[config.mk]
export PLATFORM = sky130hd
export DESIGN_NAME = pol_act_stage
export DESIGN_NICKNAME = d
export VERILOG_FILES = /design/src/rtl/pol_act_stage.sv
export SDC_FILE = /design/constraint.sdc
export NUM_CORES = 1
export LEC_CHECK = 0
export CELL_PAD_IN_SITES_DETAIL_PLACEMENT = 0
export CELL_PAD_IN_SITES_GLOBAL_PLACEMENT = 1
export CORE_UTILIZATION = 35
export CTS_CLUSTER_SIZE = 12
export DETAILED_ROUTE_END_ITERATION = 10
export GPL_TIMING_DRIVEN = 0
export PLACE_DENSITY = 0.84
export SYNTH_ARGS = -nofsm -noshare
export SYNTH_HDL_FRONTEND = slang
export SYNTH_SLANG_ARGS = --single-unit
[constraint.sdc]
create_clock -name clk -period 4.15 [get_ports clk]
set_input_delay 0.83 -clock clk [delete_from_list [all_inputs] [get_ports clk]]
set_output_delay 0.83 -clock clk [all_outputs]
set_load 0.01 [all_outputs]
[src/rtl/pol_act_stage.sv]
// pol_act_stage: activation stage feeding pooling; applies per-frame latched activation to readout words, tags window ends, buffers two results behind a valid/ready handshake (optional leaky ReLU on act_s=4 via POL_ACT_LEAKY_EN)
module pol_act_stage #(
  parameter int DW = 16,
  parameter int FRAME_LEN = 16,
  parameter int CAP = 4095
) (
  input  logic                 clk,
  input  logic                 rst,
  input  logic                 eact,
  input  logic [2:0]           act_s,
  input  logic                 q_valid,
  output logic                 q_ready,
  input  logic signed [DW-1:0] q,
  output logic                 a_valid,
  input  logic                 a_ready,
  output logic signed [DW-1:0] a_data,
  output logic                 a_last,
  output logic [7:0]           frame_idx
);
  localparam logic signed [DW-1:0] CAP_V = DW'(CAP);
  localparam logic [7:0] LAST_IDX = 8'(FRAME_LEN - 1);
  logic [1:0] cnt;
  logic signed [DW-1:0] d0, d1, y, y_relu, y_clamp, y_half, y_leaky;
  logic l0, l1, eact_l, acc, pop, first, last_in, e_eff, neg;
  logic [2:0] act_l, s_eff;
  assign q_ready = !rst && !cnt[1];
  assign a_valid = cnt != 2'd0;
  assign a_data = d0;
  assign a_last = l0;
  assign acc = q_valid && q_ready;
  assign pop = a_valid && a_ready;
  assign first = frame_idx == 8'd0;
  assign last_in = frame_idx == LAST_IDX;
  assign e_eff = first ? eact : eact_l;
  assign s_eff = first ? act_s : act_l;
  assign neg = q[DW-1];
  assign y_relu = neg ? '0 : q;
  assign y_clamp = neg ? '0 : (q > CAP_V ? CAP_V : q);
  assign y_half = neg ? '0 : q >>> 1;
`ifdef POL_ACT_LEAKY_EN
  assign y_leaky = neg ? q >>> 3 : q;
`else
  assign y_leaky = q;
`endif
  always_comb begin
    y = !e_eff ? q :
        s_eff == 3'd1 ? y_relu :
        s_eff == 3'd2 ? y_clamp :
        s_eff == 3'd3 ? y_half :
        s_eff == 3'd4 ? y_leaky : q;
  end
  always_ff @(posedge clk) begin
    if (rst) begin
      cnt <= '0;
      d0 <= '0;
      d1 <= '0;
      l0 <= 1'b0;
      l1 <= 1'b0;
      frame_idx <= '0;
      eact_l <= 1'b0;
      act_l <= '0;
    end else begin
      cnt <= cnt + 2'(acc) - 2'(pop);
      if (pop) begin
        d0 <= d1;
        l0 <= l1;
      end
      // a push lands in the head slot when the buffer is, or is becoming, empty at the head
      if (acc && (cnt == 2'd0 || pop)) begin
        d0 <= y;
        l0 <= last_in;
      end else if (acc) begin
        d1 <= y;
        l1 <= last_in;
      end
      if (acc) frame_idx <= last_in ? 8'd0 : frame_idx + 8'd1;
      if (acc && first) begin
        eact_l <= eact;
        act_l <= act_s;
      end
    end
  end
endmodule

# Word-level counts from Yosys, hierarchy flattened
# Cells that the tools add are included.
# Widths: inputs -> output; s select.
totals:
  reg_bits: 48
  latchBits: 0
  ramBits: 0
  rom_bits: 0
  in_bits: 24
  out_inout_bits: 27
  word_cells: 45
  n_memories: 0
op_classes:
  add_sub_neg: 3
  mul: 0
  div: 0
  magnitude_cmp: 1
  eq_ne: 4
  n_shift: 0
  n_mux: 15
  n_bitwise: 1
  reduce_logical: 13
op_table:
  columns: ["op", "n"]
  rows:
  - ["$mux 16", 6]
  - ["$mux 15", 3]
  - ["$gt 16x13->1 const B", 1]
  - ["$mux 14", 1]
  - ["$add 8x1->8 const B", 1]
  - ["$eq 8x4->1 const B", 1]
  - ["$logic_not 8->1", 1]
  - ["$mux 8", 1]
  - ["$eq 3x2->1 const B", 2]
  - ["$logic_and 1x1->1", 5]
  - ["$reduce_bool 2->1", 2]
  - ["$eq 3x1->1 const B", 1]
  - ["$mux 1", 3]
  - ["$mux 3", 1]
  - ["$add 2x1->2", 1]
  - ["$logic_not 1->1", 2]
  - ["$logic_not 2->1", 1]
  - ["$reduce_and 2->1", 1]
  - ["$sub 2x1->2", 1]
  - ["$logic_or 1x1->1", 1]
  - ["$not 1->1", 1]

# Longest topological paths before layout
depth:
  depth_word: 8
  mapped_depth: 9
  mapped_depth_nobuf: 8

# Least setup slack after synthesis
# Ideal clock, no wire load.
synth_timing:
  path_kind: "input to register"
  startpoint: "input port rst"
  endpoint: "register d0[10] (netlist: a_data[10])"
  setup_time_ns: 0.125
  arrival_time_ns: 2.427
  required_time_ns: 4.025
  path_slack_ns: 1.598
  path_stages: 8
  path_buffers: 2
  cell_sequence: "clkbuf_1 > nor2_1 > and2_0 > inv_1 > o21ai_1 > clkbuf_1 > o21ai_0 > o21bai_1"
synth_via:
  elab_chain_cells: 5
  elab_cells_between_ends: 6
  cone_classes: "1 x mux; 5 x reduce/logical"
synth_rtl:
  columns: ["item", "line", "text"]
  rows:
  - ["from (decl)", "8", "input logic rst,"]
  - ["$logic_not 1->1 (*)", "26", "assign q_ready = !rst && !cnt[1];"]
  - ["$logic_and 1x1->1 (*)", "26", null]
  - ["via q_ready", "12", "output logic q_ready,"]
  - ["$logic_and 1x1->1 (*)", "30", "assign acc = q_valid && q_ready;"]
  - ["$logic_and 1x1->1 (*)", "69", "if (acc && (cnt == 2'd0 || pop)) begin"]
  - ["$mux 16 / $reduce_bool 2->1 (equally long branches)", null, null]
  - ["to (signal assigned)", "70", "d0 <= y;"]
  - ["to (decl)", "23", "logic signed [DW-1:0] d0, d1, y, y_relu, y_clamp, y_half, y_leaky;"]
# The timed path passes the listed nets; every way through them passes the cells marked *.
# A chain may end at the register's enable or synchronous reset.

# Worst setup path in the final report
layout_timing:
  startpoint: "input port q[14]"
  endpoint: "register d0[11] (netlist: a_data[11])"
layout_via:
  elab_chain_cells: 7
layout_rtl:
  columns: ["item", "line", "text"]
  rows:
  - ["from (decl)", "13", "input logic signed [DW-1:0] q,"]
  - ["$gt 16x13->1", "38", "assign y_clamp = neg ? '0 : (q > CAP_V ? CAP_V : q);"]
  - ["$mux 15 (2 in a row)", "38", null]
  - ["$mux 16", "48", "s_eff == 3'd2 ? y_clamp :"]
  - ["$mux 16", "47", "s_eff == 3'd1 ? y_relu :"]
  - ["$mux 16", "46", "y = !e_eff ? q :"]
  - ["$mux 16", "69", null]
# Every way passes these cells.

==> run summary <==
Startpoint Class - primary input
core area - 7410 um2
TNS Setup - 0 ns
Inserted Diodes - 0
global-route wire length before repair - 13.2 mm
Setup WS post-layout - 1.04 ns
Slew Viols, Final - 0
Setup-failing EPs final - 0
number of global-route vias before repair - 2636
post-layout instance area - 3430 um2
fill cell count - 743
Peak VDD IR - 244 uV
Syn. warnings - 0
initial antenna violation count - 0
DR vias/cell - 5.56
most common cell after layout, fill and taps aside - nand2_1
CP max FO - 10
CTS Buffer Depth - 2
clk_skew - 0.00446 ns
CP cell instances - clkdlybuf4s50_1, o31ai_1, o21ai_0, a211o_1, nand3_1, a311oi_1
most frequent cells in the layout - 52 x nand2_1, 49 x clkdlybuf4s50_1, 48 x dfxtp_1
IO Pins - 51
Placed Instance Area - 3360 um2
WP buf/inv - 1
clock-pin slew on the worst setup and hold paths - 0.09 ns
post-synthesis sequential area ratio - 0.351
leak pwr - 1.15 nW
Num CTS Buffers - 5
Worst Tran Pin Value - 1.32 ns
Crit path largest cell delay - 1.11 ns
Synth cell types - 51
H-tree Lvls - 2
Post-synth top flop - dfxtp_1
multi-input combinational cell area - 1640 um2
gpl congestion - 0.859
GRT Overall Usage - 0.202
Slowest-stage cell, CP - o31ai_1
Area Overhead vs Synth - 25.5%
post-route ant nets - 0
wirelength, routed - 8.15 mm
clk sink count - 48
FF+latch area - 961 um2
# hold bufs at CTS - 0
Final #Nets - 438
post-synthesis net count - 382
syn avg cell area - 7.73 um2
FF+latch count, synth - 48
Crit path depth - 6
Hold WS - 0.459 ns
Port-buffer cells - 49
Crit. End Element - register
Rows - 31
final hold viol count - 0
TritonRoute pass-1 iters - 4
Placed Cells incl. Taps - 502
RSZ-0062 raised after global routing - false
asr flop ratio synth - 0
CP delay by family, top - compound AO/OA/AOI/OAI gates
crit path time final - 3.11 ns
post-place setup slack - 0.766 ns
postcts setup bufs - 0
# resized after CTS - 0
post-synthesis instance area - 2740 um2
Cell Pwr Density - 448 nW/um2
largest net degree at the start of global routing - 14
chip width - 90.4 um
CP arrival - 3.28 ns
detailed placement HPWL - 5.81 mm
Cells after Synth - 354
Slew Limit Headroom - 0.111
Min-Delay Path Class - reg2reg
Skew-Pair Late Insertion Delay - 0.30 ns
kind of critical path - in2reg
CP required - 4.32 ns
# DRC - 0
starting density of the core - 0.369
Max Freq - 0.322 GHz
DR vias - 2829
WL/cell - 16.0 um
DIE AREA - 8180 um2
EDFF count, synth - 0
Chip Height - 90.4 um
Non-Filler Instances - 509
crit share post-route - 0.749
CTS tree - built
outcome - finished, final reports clean
DRT iter0 DRCs - 196
Root Buffer - clkbuf_8
worst r2r path cells - 9
share of cells above drive strength 1 - 0.0732
gr ovfl total - 0
Max Cap Viol - 0
worst hold stages - 2
-- final timing paths --
kind / startpoint / endpoint / slack [ns]
worst max-delay path: q[14] / a_data[11] / 1.04
worst min-delay path: d1[9] / d1[9] / 0.46
worst max register to register: frame_idx[1] / a_data[4] / 1.11
worst min register to register: d1[9] / d1[9] / 0.46
-- power breakdown --
part	internal [mW]	total [mW]	switching (mW)
clock	0.115	0.279	0.163
combinational	0.297	0.672	0.375
sequential	0.538	0.586	0.0481
total	0.950	1.54	0.587
-- logic make-up (layout without fill, tap and decap cells) --
| group | after synthesis | in the layout | synth area share |
|---|---|---|---|
| DFF | 48 | 48 | 0.351 |
| xor gates and xnor gates | 8 | 8 | 0.0256 |
| and+or+nand+nor | 155 | 155 | 0.279 |
| buffers and inverters | 34 | 90 | 0.0507 |
| muxes | 1 | 1 | 0.00366 |
| adders and majority gates | 4 | 4 | 0.0183 |
| AOI/OAI and AO/OA | 104 | 104 | 0.272 |
-- flip-flops by register name (all words and copies together) (netlist names) --
name / cells
frame_idx: 8
a_data: 16
a_last: 1
l1: 1
eact_l: 1
cnt: 2
d1: 16
act_l: 3
-- stage by stage --
step           total power [mW]  utilization
2_1_floorplan              1.00            -
3_5_place_dp               1.27        0.453
6_report                   1.54        0.463
3_3_place_gp               1.26        0.452
5_1_grt                    1.64        0.463
4_1_cts                    1.55        0.463
-- layout make-up --
class | instances | area share
Buffer | 21 | 0.0262
Clock buffer | 6 | 0.0211
Clock inverter | 1 | 0.00146
Inverter | 13 | 0.0142
Multi-Input combinational cell | 272 | 0.478
Sequential cell | 48 | 0.280
Tap cell | 99 | 0.0361
Timing Repair Buffer | 49 | 0.143
-- worst register-to-register path: stages, from the launching register on --
cell      delay, ns
dfxtp_1        0.34
inv_1          0.10
ha_1           0.17
or3b_2         0.56
nor2_2         0.29
mux2i_1        0.40
clkbuf_1       0.43
a31oi_1        0.14
o311a_1        0.40
nor3_2         0.14
-- metal layers --
layer	GRT usage	share of wire	vias up	routed length [um]
met1	0.273	0.47	1347	3860
met4	0.0390	0.015	0	121
li1	-	-	1393	-
met5	0	0	-	0
met2	0.332	0.47	76	3800
met3	0.0438	0.046	13	371
-- Yosys cell counts (all sizes together) (2+ instances only) --
| master | number | share of area |
|---|---|---|
| a211o | 3 | 0.0096 |
| nand3 | 11 | 0.020 |
| nor3 | 13 | 0.035 |
| xor2 | 6 | 0.019 |
| inv | 12 | 0.016 |
| nor4 | 3 | 0.014 |
| nor2b | 3 | 0.0069 |
| dfxtp | 48 | 0.35 |
| or3 | 10 | 0.023 |
| buf | 5 | 0.011 |
| a311oi | 4 | 0.015 |
| nand2 | 52 | 0.071 |
| clkbuf | 16 | 0.022 |
| nand2b | 4 | 0.0091 |
| o21bai | 2 | 0.0055 |
| a21oi | 24 | 0.044 |
| xnor2 | 2 | 0.0064 |
| o311a | 9 | 0.033 |
| a32oi | 2 | 0.0064 |
| nand4 | 3 | 0.0069 |
| o211ai | 9 | 0.025 |
| or3b | 2 | 0.0064 |
| a2111oi | 2 | 0.0091 |
| nor2 | 47 | 0.065 |
| a31oi | 9 | 0.021 |
| or4 | 2 | 0.0055 |
| o21ai | 24 | 0.044 |
| o221a | 2 | 0.0082 |
| ha | 4 | 0.018 |
| o31ai | 2 | 0.0055 |
| a311o | 2 | 0.0073 |
| a211oi | 5 | 0.014 |
No activity file was read; power rests on OpenSTA's default activity.
